## src/rtl/prim_blank_slice_pkg.sv

```systemverilog
// Types and helpers for prim_blank_slice.
// - state_e: arming FSM states, pairwise Hamming distance >= 2 so that a
//   single flipped state bit never lands on another legal state.
// - cnt_width(): width of the arming counter for a given ArmCycles.
package prim_blank_slice_pkg;

  typedef enum logic [3:0] {
    Blanked = 4'b0011,
    Arming  = 4'b0101,
    Open    = 4'b1001,
    Error   = 4'b1110
  } state_e;

  // The counter must be able to hold ArmCycles-1.
  function automatic int cnt_width(input int arm_cycles);
    return $clog2(arm_cycles + 1);
  endfunction

endpackage

```

## src/rtl/prim_mubi_pkg.sv

```systemverilog
// Multi-bit boolean encodings shared across the primitive library.
// Only the 4-bit flavour is needed by the blanking slice.
package prim_mubi_pkg;

  typedef enum logic [3:0] {
    MuBi4True  = 4'h6,
    MuBi4False = 4'h9
  } mubi4_t;

endpackage

```

## src/rtl/prim_and2.sv

```systemverilog
// Hardened AND2 gating primitive: out_o = in0_i & in1_i, bitwise.
// Ports:
//   in0_i  [Width]  first operand (data)
//   in1_i  [Width]  second operand (gate)
//   out_o  [Width]  gated result
module prim_and2 #(
  parameter int Width = 1
) (
  input  logic [Width-1:0] in0_i,
  input  logic [Width-1:0] in1_i,
  output logic [Width-1:0] out_o
);

  genvar gi;
  generate
    for (gi = 0; gi < Width; gi++) begin : g_bit
      assign out_o[gi] = in0_i[gi] & in1_i[gi];
    end
  endgenerate

endmodule

```

## src/rtl/prim_blank_slice_fsm.sv

```systemverilog
// Arming / fault FSM for prim_blank_slice.
// Ports:
//   clk_i, rst_ni  clock, asynchronous active-low reset
//   en_q           registered multi-bit enable
//   state_o        current FSM state
//   open_o         data may be released (Open and enable still True)
//   err_o          sticky: an invalid enable encoding was observed
module prim_blank_slice_fsm
  import prim_mubi_pkg::*;
  import prim_blank_slice_pkg::*;
#(
  parameter int ArmCycles = 4
) (
  input  logic   clk_i,
  input  logic   rst_ni,
  input  mubi4_t en_q,
  output state_e state_o,
  output logic   open_o,
  output logic   err_o
);

  localparam int CntW = cnt_width(ArmCycles);
  localparam logic [CntW-1:0] CntLast = CntW'(ArmCycles - 1);
  localparam logic [CntW-1:0] CntOne  = CntW'(1);

  state_e          state_q, state_d;
  logic [CntW-1:0] cnt_q, cnt_d;
  logic            err_q;
  logic            en_true, en_false, en_valid;

  assign en_true  = (en_q == MuBi4True);
  assign en_false = (en_q == MuBi4False);
  assign en_valid = en_true | en_false;

  always_comb begin
    state_d = state_q;
    cnt_d   = '0;  // counter only holds a non-zero value while Arming
    case (state_q)
      Blanked: if (en_true) state_d = Arming;
      Arming: begin
        if (en_false) begin
          state_d = Blanked;
        end else if (cnt_q == CntLast) begin
          state_d = Open;
        end else begin
          cnt_d = cnt_q + CntOne;
        end
      end
      Open:    if (en_false) state_d = Blanked;
      Error:   state_d = Error;
      default: state_d = Error;  // corrupted state register
    endcase
    // An invalid encoding overrides every other transition.
    if (!en_valid) begin
      state_d = Error;
      cnt_d   = '0;
    end
  end

  always_ff @(posedge clk_i or negedge rst_ni) begin
    if (!rst_ni) begin
      state_q <= Blanked;
      cnt_q   <= '0;
      err_q   <= 1'b0;
    end else begin
      state_q <= state_d;
      cnt_q   <= cnt_d;
      err_q   <= err_q | (state_d == Error);
    end
  end

  assign state_o = state_q;
  // The en_q term lets a False/invalid enable blank one cycle before the
  // FSM itself leaves Open.
  assign open_o  = (state_q == Open) && en_true;
  assign err_o   = err_q;

endmodule

```

## src/rtl/prim_blank_slice.sv

```systemverilog
// Single-entry valid/ready register slice whose output is forced to zero
// unless a multi-bit enable has been held True for ArmCycles cycles.
// Ports:
//   clk_i, rst_ni       clock, asynchronous active-low reset
//   en_i                multi-bit enable (MuBi4)
//   valid_i/ready_o/data_i   upstream handshake
//   valid_o/ready_i/data_o   downstream handshake, data_o zero when blanked
//   blanked_o           high whenever data is not released
//   err_o               sticky invalid-enable fault
module prim_blank_slice
  import prim_mubi_pkg::*;
  import prim_blank_slice_pkg::*;
#(
  parameter int Width     = 32,
  parameter int ArmCycles = 4
) (
  input  logic             clk_i,
  input  logic             rst_ni,
  input  mubi4_t           en_i,
  input  logic             valid_i,
  output logic             ready_o,
  input  logic [Width-1:0] data_i,
  output logic             valid_o,
  input  logic             ready_i,
  output logic [Width-1:0] data_o,
  output logic             blanked_o,
  output logic             err_o
);

  mubi4_t           en_q;
  state_e           state;
  logic             open;
  logic             in_error;
  logic             valid_q;
  logic [Width-1:0] data_q;
  logic             accept;

  always_ff @(posedge clk_i or negedge rst_ni) begin
    if (!rst_ni) begin
      en_q <= MuBi4False;
    end else begin
      en_q <= en_i;
    end
  end

  prim_blank_slice_fsm #(
    .ArmCycles (ArmCycles)
  ) u_fsm (
    .clk_i   (clk_i),
    .rst_ni  (rst_ni),
    .en_q    (en_q),
    .state_o (state),
    .open_o  (open),
    .err_o   (err_o)
  );

  assign in_error = (state == Error);

  // While blanked the entry is held rather than drained; only an empty slot
  // may accept. Once open, a departing entry frees the slot the same cycle.
  always_comb begin
    ready_o = 1'b0;
    if (!in_error) begin
      ready_o = open ? (!valid_q || ready_i) : !valid_q;
    end
  end

  assign accept  = valid_i && ready_o;
  assign valid_o = open && valid_q;

  always_ff @(posedge clk_i or negedge rst_ni) begin
    if (!rst_ni) begin
      valid_q <= 1'b0;
      data_q  <= '0;
    end else if (in_error) begin
      valid_q <= 1'b0;
      data_q  <= '0;
    end else if (accept) begin
      valid_q <= 1'b1;
      data_q  <= data_i;
    end else if (valid_o && ready_i) begin
      valid_q <= 1'b0;
    end
  end

  prim_and2 #(
    .Width (Width)
  ) u_and2 (
    .in0_i (data_q),
    .in1_i ({Width{open}}),
    .out_o (data_o)
  );

  assign blanked_o = !open;

endmodule

```

## config.mk

```make
export PLATFORM = sky130hd
export DESIGN_NAME = prim_blank_slice
export DESIGN_NICKNAME = d
export VERILOG_FILES = /design/src/rtl/prim_blank_slice_pkg.sv /design/src/rtl/prim_mubi_pkg.sv /design/src/rtl/prim_and2.sv /design/src/rtl/prim_blank_slice_fsm.sv /design/src/rtl/prim_blank_slice.sv
export SDC_FILE = /design/constraint.sdc
export NUM_CORES = 1
export LEC_CHECK = 0
export ABC_CLOCK_PERIOD_IN_PS = 1800
export BUFFER_PORTS_ARGS = -buffer_cell sky130_fd_sc_hd__buf_2
export CORE_MARGIN = 4
export CORE_UTILIZATION = 44
export CTS_CLUSTER_SIZE = 12
export DETAILED_ROUTE_END_ITERATION = 6
export PLACE_DENSITY = 0.75
export SYNTH_ARGS = -nofsm -noshare
export SYNTH_HDL_FRONTEND = slang
export SYNTH_SLANG_ARGS = --single-unit
```

## constraint.sdc

```tcl
create_clock -name clk_i -period 1.8 [get_ports clk_i]
set_input_delay 0.09 -clock clk_i [delete_from_list [all_inputs] [get_ports clk_i]]
set_output_delay 0.09 -clock clk_i [all_outputs]
set_load 0.1 [all_outputs]
```

== Word level (Yosys, flattened, before mapping) ==
Index checks and enable logic that the tools add are counted.

* Memories kept: 0
* RAM bits: 0
* Memory bits (read-only): 0
* Bits in registers: 45
* Input port bits: 40
* Latch bits: 0

* Multiply operators: 0
* Bitwise logic cells: 34
* Equality and inequality tests: 8
* Reductions and logical operators: 9
* Div/mod/pow operators: 0
* Multiplexer cells: 17
* Add/sub/neg operators: 1
* Order comparisons: 0
* Shift-type cells: 0

{| class="wikitable"
|+ Operator list
! operator !! number
|-
| 32-bit two-way mux || 2
|-
| 1-bit AND || 32
|-
| 4-bit two-way mux || 5
|-
| 4-bit equality test, second input constant || 4
|-
| 3-bit two-way mux || 4
|-
| 4-bit case mux with 3 select lines || 1
|-
| 4-bit by 3-bit equality test with 1-bit output, second input constant || 2
|-
| 1-bit two-way mux || 5
|-
| 4-bit by 2-bit equality test with 1-bit output, second input constant || 1
|-
| 1-bit logical AND || 4
|-
| 3-bit by 1-bit adder with 3-bit output, second input constant || 1
|-
| 3-bit by 2-bit equality test with 1-bit output, second input constant || 1
|-
| 3-bit nonzero test || 1
|-
| 1-bit zero test || 2
|-
| 1-bit OR || 2
|-
| 2-bit nonzero test || 1
|-
| 1-bit logical OR || 1
|}

== Longest topological paths before layout ==
* Depth after elaboration: 7
* Gate-level depth with buffers: 8

== Modules after synthesis ==
From an unflattened synthesis, not the netlist that was laid out.

* Cell total of the unflattened synthesis: 225
* Area total of the unflattened synthesis: 2217.1 um2

{| class="wikitable"
|+ Modules (own cells, without submodules)
! module !! cells each !! area an instance (um2) !! times used !! sequential area each (um2)
|-
| prim_blank_slice || 159 || 1575.3 || 1 || 928.4
|-
| prim_blank_slice_fsm || 34 || 441.7 || 1 || 202.7
|-
| prim_and2 || 32 || 200.2 || 1 || 0.0
|}

== Least setup slack after synthesis ==
No wires, ideal clock.

* Path type: register to output
* Start point: reg en_q[0]
* End point: out valid_o
* Stages on the path, launching flop included: 6
* Slack: -1.221 ns
* Data required time: 1.710 ns
* Arrival: 2.931 ns
* Path buffers: 1
* Cell sequence: dfstp_2 -> nor4bb_1 -> clkbuf_1 -> and2_1 -> inv_1 -> nor2_1

* Word-level cells in the longest chain between the ends: 3

{| class="wikitable"
|+ Ends and longest elaborated chain
! what !! RTL line !! source
|-
| from (decl) || prim_blank_slice.sv:30 || <nowiki>mubi4_t en_q;</nowiki>
|-
| from (signal assigned) || prim_blank_slice.sv:40 || <nowiki>en_q <= MuBi4False;</nowiki>
|-
| from (signal assigned) || prim_blank_slice.sv:42 || <nowiki>en_q <= en_i;</nowiki>
|-
| 4-bit by 3-bit equality test with 1-bit output || prim_blank_slice_fsm.sv:31 || <nowiki>assign en_true = (en_q == MuBi4True);</nowiki>
|-
| 1-bit logical AND || prim_blank_slice_fsm.sv:75 || <nowiki>assign open_o = (state_q == Open) && en_true;</nowiki>
|-
| 1-bit logical AND || prim_blank_slice.sv:69 || <nowiki>assign valid_o = open && valid_q;</nowiki>
|-
| to (decl) || prim_blank_slice.sv:23 || <nowiki>output logic valid_o,</nowiki>
|}

Every way passes these cells.

== Final worst setup path ==
* Start point: reg en_q[3]
* End point: out valid_o

The elaborated chain is that of the path after synthesis.

==> reports/results.txt <==
The flow ran to the end, but the final reports show violations. The checks that failed: setup timing. For the hold violation total from the final report, the log shows 0.

The register bit total from synthesis came out at 45. The number of DRC markers in iteration 0 is 78, and the placed wire-length estimate is 4050 µm. The run gives 6 as the number of search-and-repair iterations in the first detailed-routing pass. After detailed routing, the number of vias per cell comes to 5.60. The number of antenna diodes was 0. The tools report the via total after detailed routing as 1804. TritonCTS built the clock tree. The fraction of layout instances using a drive strength above 1 was 56.7%.

Peak fanout along the critical path: 3. For this run, the post-layout net count is 311. The worst path uses 102% of the clock period.

For the synthesized instance count, the log shows 176. For the data required time at the worst endpoint, the log shows 1710 ps. The floorplan step defined a die boundary enclosing 5820 µm².

The number of H-tree levels is 2, and the hold path depth is 2. After layout, the minimum clock period comes to 1840 ps. The tools report the number of antenna violations at the first check in global routing as 0. The sort of element at the end of the critical path was a primary output.

For the final routed database, the setup TNS stands at -524 ps. Once the floorplan was initialized, standard cells occupied 46.2% of the core. Setup repair after global routing could not meet its margin everywhere. At the pin with the least slew margin, the transition time is 787 ps. Yosys printed 0 warnings. Summing all placed instances gives a cell area of 3080 µm². The DRC violations left is 0, and the number of max-cap violations is 0. The clock sink count is 45.

The number of nets handed over by synthesis was 217. Clock-pin slew was measured on the worst setup and hold paths at 80 ps. The tools report the number of buffers on the longest clock path as 2. The core region is 4440 µm².

The area overhead of the layout relative to synthesis came out at 67.9%. CTS placed an instance of clkbuf_8 at the clock tree root. The floorplan step set the die height to 76.3 µm.

Standard-cell row count: 24. The final setup violation count was 36; the remaining number of nets flagged by the antenna check after routing was 0. The multi-input combinational cells in the finished layout cover a total of 908 µm². The library cell used most frequently in the layout, excluding fill and tap cells, is dfrtp_1. The first global-routing pass estimated 9260 µm of wire.

The number of cells on the worst reg-to-reg path is 6. After filler insertion, the fill cell instance count of the layout stands at 257. The tools report the instance count after placement with tap cells included as 299.

The synthesized area per cell is 11.7 µm², and the die boundary width is 76.3 µm. The slack of the critical path is -43.0 ps, and the sequential element share of the synthesized area is 55.1%. In the final routed layout, each cell accounts on average for 19.1 µm. In this run, synthesis inferred 0 flip-flops with an integrated enable. Total power for the finished layout comes to 1.75 mW.

Leaving out fill and tap cells, the most frequent cells in the layout are dfrtp_1 (41), buf_2 (40), buf_12 (37). Global routing used 20.2% of the available tracks across all layers. Derived from the worst setup path, the maximum achievable clock frequency is 543 MHz. Summing all non-filler instances in the final layout gives an area of 3450 µm².

For the static leakage, the log shows 1.60 nW. Data on the critical path arrives at its endpoint at 1750 ps. Worst clock skew: 7.92 ps.

The power density over the cells is 508 nW/µm². Across the whole layout, storage elements account for 1130 µm². Headroom to the max-slew limit came out at 47.5%. The cell area that synthesis handed to floorplanning was 2050 µm².

Entering global routing, the biggest net connects 37 pins. Yosys mapped the design onto 34 distinct sky130hd cell types. Pin placement for this block handled 76 I/O pins. The tightest min-delay check is of the in -> reg type.

Number of global-route vias before repair: 1864. The most instantiated flip-flop cell in the synthesis netlist was dfrtp_1. The run gives 322 as the post-route non-filler standard cell count. Cells fill 77.6% of the core in the end. The number of max-slew violations in the final report was 0. Buffers inserted during clock tree synthesis total 5. Clock latency of the later-clocked register in the worst-skew pair: 300 ps. The total wire length after detailed routing was 6140 µm. STA classifies the critical path startpoint as a register. The count of buffers added on input and output ports is 75. The congestion estimate from routability-driven global placement came to 0.798. VDD sags by at most 0.000375 V. The setup path with the least slack is of type reg -> out. The total overflow left after global routing is 0. The share of async-settable or async-resettable flops after synthesis is 100%.
## where the power goes
group	internal, mW	switching, mW	total (mW)
logic	0.0523	0.0460	0.0984
registers	1.02	0.00370	1.02
clock network	0.304	0.329	0.632
## worst paths after layout
path	end	slack, ps	startpoint
min	data_q[13]	2	data_i[13]
min reg2reg	u_fsm.err_o	470	u_fsm.err_o
min in group asynchronous	data_q[8]	420	rst_ni
max	valid_o	-40	en_q[3]
max reg2reg	data_q[9]	-30	u_fsm.state_o[1]
max in group asynchronous	data_q[11]	780	rst_ni
## through the flow
stage	hold slack, ps	worst slack (ps)
floorplan	-206	-406
global placement	197	148
detailed placement	196	51.8
CTS	0.649	-27.7
global route	-9.51	-121
finish	2.23	-43.0
## sequential cells by signal (all words and copies together) (netlist names)
signal and count:
data_q 32, en_q 4, u_fsm.state_o 4, u_fsm.cnt_q 3, valid_q 1, u_fsm.err_o 1
## cell type report
type | count | share of cell area (%)
well taps | 52 | 1.89
clock inverters | 1 | 0.218
repair buffers | 105 | 35.8
clock buffers | 6 | 2.39
inverters | 4 | 0.544
flip-flops and latches | 45 | 32.8
multi-input cells | 109 | 26.3
## logic make-up (layout without fill, tap and decap cells)
kind of cell / after synthesis / in the layout / share of synthesized area, %
adder cells (fa/ha/maj): 1 / 1 / 0.609
flip-flops: 45 / 45 / 55.1
XOR/XNOR: 2 / 2 / 0.853
AO/OA/AOI/OAI: 41 / 41 / 16.1
buffers and inverters: 22 / 116 / 6.89
AND/OR/NAND/NOR: 65 / 65 / 20.4
## critical path, cell delays in order, from the launching register on
cell        delay, ps
dfstp_2           390
nor4bb_4          260
buf_4             180
buf_6             100
and2_4            140
clkinvlp_4        100
nor2_4            110
buf_12            180
## cell usage after synthesis (2+ instances only)
cell,count,area (µm²)
nor4b_1,2,17.5
buf_6,7,78.8
nor4bb_1,3,30.0
and2_1,3,18.8
a21boi_0,2,15.0
o21ai_0,2,10.0
and3_1,32,200
dfstp_2,4,105
dfrtp_1,41,1030
inv_1,4,15.0
nand2_1,7,26.3
a22o_1,26,228
o21ai_1,6,30.0
nor2_1,4,15.0
buf_2,2,10.0
clkbuf_1,8,30.0
nand3_1,6,30.0
## timing repair
action	CTS	global route
resized for setup	22	4
gates cloned	0	3
setup endpoints to repair	35	61
buffers inserted	6	2
hold buffers	6	0
endpoints found under the hold margin	35	0
pin swaps	4	21
## layer usage
| layer | GRT usage [%] | share of wire (%) | up-vias |
|---|---|---|---|
| li1 | - | - | 826 |
| met1 | 23.2 | 38 | 898 |
| met2 | 34.6 | 52 | 65 |
| met3 | 6.62 | 7.1 | 15 |
| met4 | 7.97 | 2.7 | 0 |
| met5 | 0 | 0 | - |
(Power assumes the default switching activity.)
